==> src/rtl/multibyte_alu_sequencer.sv <==
// Runs a W-bit ADD/SUB/AND/OR through an external 8-bit ALU, one byte per cycle
// from the least significant byte up, then publishes the result and NZCV-style flags.
module multibyte_alu_sequencer #(
    parameter int NBYTES = 4,
    localparam int W = 8 * NBYTES,
    localparam int IW = $clog2(NBYTES)
) (
    input  logic         clk,
    input  logic         rst,
    input  logic         start,
    input  logic [1:0]   op,
    input  logic         cin,
    input  logic [W-1:0] opa,
    input  logic [W-1:0] opb,
    output logic [1:0]   AluOp,
    output logic [7:0]   A,
    output logic [7:0]   B,
    output logic         CarryIn,
    input  logic [7:0]   AluOut,
    input  logic         AluCarry,
    output logic [W-1:0] result,
    output logic         Zero,
    output logic         Carry,
    output logic         Negative,
    output logic         Overflow,
    output logic         busy,
    output logic         done,
    output logic [1:0]   dbg_state
);

    typedef enum logic [1:0] {
        S_IDLE = 2'd0,
        S_RUN  = 2'd1,
        S_DONE = 2'd2
    } state_t;

    localparam logic [1:0] OP_ADD = 2'b00;
    localparam logic [1:0] OP_OR  = 2'b10;
    localparam logic [1:0] OP_SUB = 2'b11;
    localparam logic [IW-1:0] LAST_IDX = IW'(NBYTES - 1);

    state_t        state_q, state_d;
    logic [IW-1:0] idx_q, idx_d;
    logic [W-1:0]  opa_q, opa_d, opb_q, opb_d, result_q, result_d;
    logic [1:0]    op_q, op_d;
    logic          cin_q, cin_d, chain_q, chain_d;
    logic          zero_q, zero_d, carry_flag_q, carry_flag_d;
    logic          neg_q, neg_d, ovf_q, ovf_d;
    logic          busy_q, busy_d, done_q, done_d;

    logic          is_sub, is_arith, b_eff_sign;
    logic [IW+2:0] bit_base;
    logic [7:0]    a_byte, b_byte;

    assign is_sub     = (op_q == OP_SUB);
    assign is_arith   = (op_q == OP_ADD) || is_sub;
    assign bit_base   = {idx_q, 3'b000};
    assign a_byte     = opa_q[bit_base +: 8];
    assign b_byte     = opb_q[bit_base +: 8];
    assign b_eff_sign = opb_q[W-1] ^ is_sub;

    // SUB is A + ~B + 1: the ALU always adds, the sequencer inverts B and forces carry-in.
    always_comb begin
        AluOp   = 2'b00;
        A       = 8'h00;
        B       = 8'h00;
        CarryIn = 1'b0;
        if (state_q == S_RUN) begin
            AluOp = is_arith ? OP_ADD : op_q;
            A     = a_byte;
            B     = is_sub ? ~b_byte : b_byte;
            if (idx_q == '0) CarryIn = is_sub | ((op_q == OP_ADD) & cin_q);
            else             CarryIn = is_arith & chain_q;
        end
    end

    always_comb begin
        state_d      = state_q;
        idx_d        = idx_q;
        opa_d        = opa_q;
        opb_d        = opb_q;
        op_d         = op_q;
        cin_d        = cin_q;
        chain_d      = chain_q;
        result_d     = result_q;
        zero_d       = zero_q;
        carry_flag_d = carry_flag_q;
        neg_d        = neg_q;
        ovf_d        = ovf_q;
        done_d       = 1'b0;
        case (state_q)
            S_IDLE: begin
                if (start) begin
                    state_d = S_RUN;
                    idx_d   = '0;
                    opa_d   = opa;
                    opb_d   = opb;
                    op_d    = op;
                    cin_d   = cin;
                    chain_d = 1'b0;
                end
            end
            S_RUN: begin
                result_d[bit_base +: 8] = AluOut;
                chain_d = AluCarry;
                idx_d   = idx_q + IW'(1);
                if (idx_q == LAST_IDX) begin
                    state_d      = S_DONE;
                    idx_d        = '0;
                    done_d       = 1'b1;
                    zero_d       = (result_d == '0);
                    neg_d        = result_d[W-1];
                    carry_flag_d = is_arith & AluCarry;
                    ovf_d        = is_arith & (opa_q[W-1] == b_eff_sign) &
                                   (result_d[W-1] != opa_q[W-1]);
                end
            end
            S_DONE:  state_d = S_IDLE;
            default: state_d = S_IDLE;
        endcase
        busy_d = (state_d == S_RUN);
    end

    always_ff @(posedge clk) begin
        if (!rst) begin
            state_q      <= S_IDLE;
            idx_q        <= '0;
            opa_q        <= '0;
            opb_q        <= '0;
            op_q         <= 2'b00;
            cin_q        <= 1'b0;
            chain_q      <= 1'b0;
            result_q     <= '0;
            zero_q       <= 1'b0;
            carry_flag_q <= 1'b0;
            neg_q        <= 1'b0;
            ovf_q        <= 1'b0;
            busy_q       <= 1'b0;
            done_q       <= 1'b0;
        end else begin
            state_q      <= state_d;
            idx_q        <= idx_d;
            opa_q        <= opa_d;
            opb_q        <= opb_d;
            op_q         <= op_d;
            cin_q        <= cin_d;
            chain_q      <= chain_d;
            result_q     <= result_d;
            zero_q       <= zero_d;
            carry_flag_q <= carry_flag_d;
            neg_q        <= neg_d;
            ovf_q        <= ovf_d;
            busy_q       <= busy_d;
            done_q       <= done_d;
        end
    end

    assign result    = result_q;
    assign Zero      = zero_q;
    assign Carry     = carry_flag_q;
    assign Negative  = neg_q;
    assign Overflow  = ovf_q;
    assign busy      = busy_q;
    assign done      = done_q;
    assign dbg_state = state_q;

endmodule

==> config.mk <==
export PLATFORM = sky130hd
export DESIGN_NAME = multibyte_alu_sequencer
export DESIGN_NICKNAME = d
export VERILOG_FILES = /design/src/rtl/multibyte_alu_sequencer.sv
export SDC_FILE = /design/constraint.sdc
export NUM_CORES = 1
export LEC_CHECK = 0
export ABC_CLOCK_PERIOD_IN_PS = 5400
export BUFFER_PORTS_ARGS = -buffer_cell sky130_fd_sc_hd__buf_2
export CAP_MARGIN = 10
export CELL_PAD_IN_SITES_DETAIL_PLACEMENT = 2
export CELL_PAD_IN_SITES_GLOBAL_PLACEMENT = 2
export CORE_ASPECT_RATIO = 1.2
export CORE_MARGIN = 1.5
export CORE_UTILIZATION = 30
export CTS_CLUSTER_SIZE = 8
export DETAILED_ROUTE_END_ITERATION = 7
export PLACE_DENSITY = 0.9
export SKIP_CTS_REPAIR_TIMING = 1
export SLEW_MARGIN = 20
export SYNTH_ARGS = -nofsm -noshare
export SYNTH_HDL_FRONTEND = slang
export SYNTH_SLANG_ARGS = --single-unit
==> constraint.sdc <==
create_clock -name clk -period 5.4 [get_ports clk]
set_clock_uncertainty 0.1 [all_clocks]
set_input_delay 0.81 -clock clk [delete_from_list [all_inputs] [get_ports clk]]
set_output_delay 0.81 -clock clk [all_outputs]
set_load 0.01 [all_outputs]
==> summary.txt, run 1 <==
Critical path
  • Arr. time, crit path: 2670 ps
  • Worst Setup Start Kind: flip-flop
  • Slowest stage delay, CP: 830 ps
  • Kind of critical path: flip-flop to output port
  • Worst endpoint required time: 4490 ps
  • Worst path slowest cell: dfxtp_1
  • Worst Setup End Kind: output port
  • WP depth: 7
  • Crit path cell chain: buf_4, inv_1, ha_1, nor3b_1, a21oi_1, nor2_1, buf_2
  • Worst-path fanout max: 17
  • Reg2reg path depth: 8
  • CP top delay family: flip-flops
  • CP bufs+invs: 3

Cells and area
  • Layout area overhead: 22.4%
  • Share of cells above drive strength 1: 26.6%
  • Nets@finish: 758

Status
  • Outcome: finished, final reports clean

Global route
  • First-pass GRT wire length: 26.8 mm
  • Grt met2 use: 37.4%
  • GRT met1 Usage: 22.5%
  • GRT overflow: 0
  • Total GRT Usage: 20.3%
  • Largest net degree at the start of global routing: 68
  • Initial antenna violation count: 1
  • Vias in the first global route: 4,959
  • GR Layer Usage met3: 4.21%
  • Gr busiest metal: met2

Die
  • Core Area: 16,200 sq um
  • Boundary Pins: 138
  • Starting Density: 30.6%
  • Floorplan row count: 51
  • Die width: 120 um
  • Die Height: 144 um
  • Die area: 17,300 sq um

Pwr
  • Psw: 0.480 mW
  • Sequential Power Share: 50.5%
  • PwrDens: 286 nW/um^2
  • Logic pwr share: 12.9%
  • Pleak: 2.48 nW
  • Pint: 1.26 mW
  • Worst vdd ir: 0.000132 V
  • Power share of the clock group: 36.6%
  • Switch share: 27.6%

Drt
  • Post-DRT Antenna Nets: 0
  • Via-to-Cell Ratio: 5.05
  • Routed WL per cell: 19.4 um
  • Routed vias: 4,481
  • WL final: 17.2 mm
  • Iter 0 DRT Violations: 222
  • Drt first pass iters: 4
  • DRC violations left: 0

Hold path
  • Min-Delay Path Class: flip-flop to flip-flop
  • Hold depth: 2

Place
  • Global placer's final weighted congestion: 0.788
  • Post-detail-place hpwl: 12.5 mm
  • Post-Place Worst Slack: 2170 ps
  • IO buf count: 137

Timing
  • Max Clk Rate: 279 MHz
  • Final Max Tran Viols: 0
  • RSZ-0062 raised after global routing: false
  • Setup TNS Final: 0 ps
  • Worst-margin pin slew: 867 ps
  • Setup violators final: 0
  • Min Tclk post-route: 3580 ps
  • Setup slack after layout: 1820 ps
  • Final hold violation count: 0
  • Final period util: 66.3%
  • Worst slew margin: 42.1%

Synth
  • Post-synth EDFFs: 0
  • Share of the synthesized area in the top cell type: 44.4%
  • Synth Net Count: 641
  • Flops & latches, synth: 110
  • FFs w/ async S/R, synth: 0%
  • Synth cell types: 38
  • Top-count cell post-synth: nand2_1
  • Cell taking the most area after synthesis: dfxtp_1
  • Top cells by count, synth: nand2_1, dfxtp_1, a21boi_0, nor2b_1, a22oi_1
  • Mapped Cells: 552
  • Synth top area cells: dfxtp_1, nand2_1, a21boi_0
  • Cell Area, Synth: 4960 sq um
  • Ys Warns: 0
  • Syn Area/Cell: 8.99 sq um
  • Seq/Total Area, Yosys: 44.4%
  • Synth Flop Type: dfxtp_1

Clock tree
  • CTS Buf Count: 9
  • Htree depth: 3
  • CTS root buf: clkbuf_16
  • Clk buf depth: 2
  • Worst-skew pair later-pin latency: 370 ps
  • CTS sink count: 110
  • Clock-pin slew on the worst setup and hold paths: 70 ps
  • TritonCTS clock tree: built

Flow run
  • MaxCap Viol Count: 0
[cell usage in the layout, fill, tap and decap left out, types with 3 or more instances in the layout]
cell and count:
nand2_1 144, buf_2 137, dfxtp_1 110, a21boi_0 68, nor2b_1 37, a22oi_1 32
nor2_1 17, mux4_2 16, a21oi_1 11, and2_1 10, ha_1 10, nor4_1 9
clkbuf_16 9, xnor2_1 8, inv_1 6, nor3_1 5, buf_4 5, nand3_1 4
nor3_2 3, clkinvlp_4 3
[layer usage]
metal	part of all wire, %	vias to the layer above
met5	0	-
met4	2.5	0
met3	4.5	26
met2	54	122
met1	39	2220
li1	-	2113
[state kept, by name, summed over array words and instances, names as in the netlist, 2 cells and up]
register and flops:
dbg_state 2, op_q 2, opa_q 32, idx_q 2
result 32, opb_q 32
[logic make-up (layout without fill, tap and decap cells)]
family          count (synthesis)  after routing  synth area share, %
simple gates                  243            243                 22.6
compound gates                122            122                 18.2
flops                         110            110                 44.4
buf+inv                        42            164                 3.50
mux                            16             16                 7.26
fa+ha+maj                      10             10                 2.52
xor+xnor                        9              9                 1.59
other cells                     0              1                    0
[power by group through the flow]
stage	clock, mW	combinational (mW)	sequential (mW)
2_1_floorplan	0	0.140	0.884
3_3_place_gp	0	0.212	0.891
3_5_place_dp	0	0.227	0.895
4_1_cts	0.651	0.230	0.876
5_1_grt	0.681	0.250	0.881
6_report	0.635	0.225	0.876
[area by class of cell]
type | instances | area [sq um]
clock buffers | 11 | 233
diodes | 1 | 2.50
multi-input cells | 400 | 2590
well taps | 212 | 265
clock inverters | 5 | 36.3
repair buffers | 142 | 723
fillers | 1869 | 10100
flip-flops and latches | 110 | 2200
inverters | 6 | 22.5
[stage by stage]
step | util [%] | hold WS, ps | total power, mW | instances | instance area, sq um
2_1_floorplan | - | 340 | 1.02 | 552 | 4960
4_1_cts | 37.5 | 374 | 1.76 | 886 | 6070
6_report | 37.5 | 367 | 1.74 | 887 | 6070
5_1_grt | 37.5 | 390 | 1.81 | 887 | 6070
3_5_place_dp | 35.8 | 364 | 1.12 | 870 | 5800
3_3_place_gp | 35.8 | 352 | 1.10 | 870 | 5800
[path summary, 6_finish.rpt]
kind                                            start  slack [ps]                      to
worst max register to register  idx_q[0]$_SDFFE_PN0P_        2300  result[5]$_SDFFE_PN0P_
worst min-delay path            opb_q[7]$_SDFFE_PN0P_         370   opb_q[7]$_SDFFE_PN0P_
worst min register to register  opb_q[7]$_SDFFE_PN0P_         370   opb_q[7]$_SDFFE_PN0P_
worst max-delay path            idx_q[0]$_SDFFE_PN0P_        1820                 CarryIn
[worst min-delay path: stages, from the launching register on]
cell      delay (ps)
dfxtp_1          310
nand2_1           50
a21boi_0          60
(Power assumes the default switching activity.)
==> run 2, diff against run 1 <==
- ABC_AREA: default -> 1
- ABC_CLOCK_PERIOD_IN_PS: 5400 -> 3200
- CORE_UTILIZATION: 30 -> 25
- PLACE_DENSITY: 0.9 -> 0.87
- clock period: 5.4 -> 3.2 ns (I/O delays scaled with it)
==> summary.txt, run 2 <==
Die
  • Die width: 138 um (+14%)
  • Floorplan row count: 59 (+16%)
  • Starting Density: 25.3% (-5.3 points)
  • Die Height: 165 um (+14%)
  • Core Area: 21,600 sq um (+33%)
  • Boundary Pins: 138 (unchanged)
  • Die area: 22,700 sq um (+31%)

Clock tree
  • CTS root buf: clkbuf_16
  • Htree depth: 3 (unchanged)
  • Clk buf depth: 2 (unchanged)
  • CTS sink count: 110 (unchanged)
  • CTS Buf Count: 9 (unchanged)
  • Clock-pin slew on the worst setup and hold paths: 80 ps (about the same)
  • Worst-skew pair later-pin latency: 360 ps (about the same)
  • TritonCTS clock tree: built

Critical path
  • Worst-path fanout max: 17 (unchanged)
  • Worst endpoint required time: 2620 ps (-1870 ps)
  • Arr. time, crit path: 2210 ps (-460 ps)
  • Worst Setup Start Kind: flip-flop
  • Kind of critical path: flip-flop to output port
  • Worst Setup End Kind: output port

Cells and area
  • Nets@finish: 1,021 (+35%)
  • Most frequent cells in the layout: nor2_1, buf_2, o21ai_0, dfxtp_1, nand2_1
  • Diode count: 0 (-1)
  • Leading cell type in the layout, fill and taps excluded: nor2_1
  • Share of cells above drive strength 1: 20.5% (-6.1 points)
  • Layout area overhead: 21.9%

Synth
  • Synth Net Count: 913 (+42%)
  • Ys Warns: 0 (unchanged)
  • Cell Area, Synth: 5450 sq um (+9.8%)
  • Top cells by count, synth: nor2_1, dfxtp_1, o21ai_0, nand2_1, inv_1
  • Seq/Total Area, Yosys: 40.4% (-4.0 points)
  • FFs w/ async S/R, synth: 0% (unchanged)
  • Mapped Cells: 824 (+49%)
  • Flops & latches, synth: 110 (unchanged)
  • Cell taking the most area after synthesis: dfxtp_1
  • Post-synth EDFFs: 0 (unchanged)
  • Synth top area cells: dfxtp_1, nor2_1, o21ai_0
  • Share of the synthesized area in the top cell type: 40.4% (-4.0 points)
  • Synth cell types: 23 (-39%)
  • Synth Flop Type: dfxtp_1
  • Top-count cell post-synth: nor2_1
  • Syn Area/Cell: 6.61 sq um (-26%)

Hold path
  • Min-Delay Path Class: primary input to flip-flop

Timing
  • Final hold violation count: 0 (unchanged)
  • Min Tclk post-route: 2790 ps
  • RSZ-0062 raised after global routing: false
  • Final Max Tran Viols: 0 (unchanged)
  • Max Clk Rate: 359 MHz
  • Setup violators final: 0 (unchanged)
  • Worst slew margin: 58.0% (+16 points)
  • Final period util: 87.1%
  • Setup TNS Final: 0 ps (unchanged)
  • Setup slack after layout: 413 ps (-1410 ps)
  • Worst-margin pin slew: 630 ps (-237 ps)

Drt
  • Via-to-Cell Ratio: 4.62 (-8.5%)
  • Routed vias: 5,599 (+25%)
  • WL final: 19.5 mm (+13%)
  • Iter 0 DRT Violations: 182 (-18%)
  • Drt first pass iters: 4 (unchanged)
  • Post-DRT Antenna Nets: 0 (unchanged)
  • Routed WL per cell: 16.1 um (-17%)
  • DRC violations left: 0 (unchanged)

Global route
  • Initial antenna violation count: 0 (-1)
  • GRT overflow: 0 (unchanged)
  • Largest net degree at the start of global routing: 72 (+5.9%)
  • Vias in the first global route: 6,074 (+22%)
  • Total GRT Usage: 17.7% (-2.6 points)
  • First-pass GRT wire length: 31.0 mm (+16%)

Status
  • Outcome: finished, final reports clean

Pwr
  • Worst vdd ir: 0.000251 V (+91%)
  • PwrDens: 522 nW/um^2 (+83%)
  • Pleak: 3.24 nW (+31%)
  • Total power: 3.46 mW (+100%)

Place
  • Post-Place Worst Slack: 646 ps (-1520 ps)
  • Post-detail-place hpwl: 14.5 mm (+15%)
  • IO buf count: 137 (unchanged)
  • Global placer's final weighted congestion: 0.768 (-2.6%)

Flow run
  • MaxCap Viol Count: 0 (unchanged)
run 2: metrics by stage:
step | hold WS, ps | util, % | area (sq um) | std cells
global route | 285 | 30.8 | 6640 | 1211
finish | 265 | 30.8 | 6640 | 1211
global placement | 357 | 29.4 | 6330 | 1195
floorplan | 339 | - | 5450 | 824
CTS | 259 | 30.8 | 6640 | 1211
detailed placement | 370 | 29.4 | 6330 | 1195
run 2: cells by family (layout without fill, tap and decap cells):
logic type / after synthesis / in the layout / share of synthesized area, %
AOI/OAI and AO/OA: 181 / 181 / 18.4
xor gates and xnor gates: 1 / 1 / 0.161
adders and majority gates: 10 / 10 / 2.30
buffers and inverters: 141 / 254 / 10.4
DFF: 110 / 110 / 40.4
and+or+nand+nor: 381 / 381 / 28.4
run 2: cell type report:
type	count	area, sq um
Fill cell	2688	14900
Multi-Input combinational cell	573	2680
Sequential cell	110	2200
Timing Repair Buffer	147	761
Inverter	91	344
Tap cell	274	343
Clock buffer	9	225
Clock inverter	7	81.3
run 2: power by group:
part           leakage, nW  switching (mW)  internal, mW
sequential           0.909          0.0753          1.48
clock                0.140           0.562         0.618
combinational         2.19           0.478         0.251
total                 3.24            1.11          2.35
run 2: metal layers:
metal	global-route usage [%]	vias up	routed length, um
met5	0	-	0
met4	6.01	0	432
met3	2.21	24	609
met2	33.3	107	10100
met1	20.5	2651	8280
li1	-	2817	-
run 2: worst paths after layout:
kind | slack (ps) | start | cells past startpoint | to
setup / recovery | 410 | idx_q[1]$_SDFFE_PN0P_ | 6 | CarryIn
hold / removal | 260 | opa[3] | 3 | opa_q[3]$_SDFFE_PN0P_
setup reg to reg | 580 | idx_q[1]$_SDFFE_PN0P_ | 13 | Zero$_SDFFE_PN0P_
hold reg to reg | 380 | opa_q[15]$_SDFFE_PN0P_ | 2 | opa_q[15]$_SDFFE_PN0P_
run 2: worst max-delay path, cell delays in order (launching register included):
cell	delay [ps]
dfxtp_1	320
inv_1	100
buf_4	240
ha_1	590
a21oi_1	80
a211oi_1	310
buf_2	200
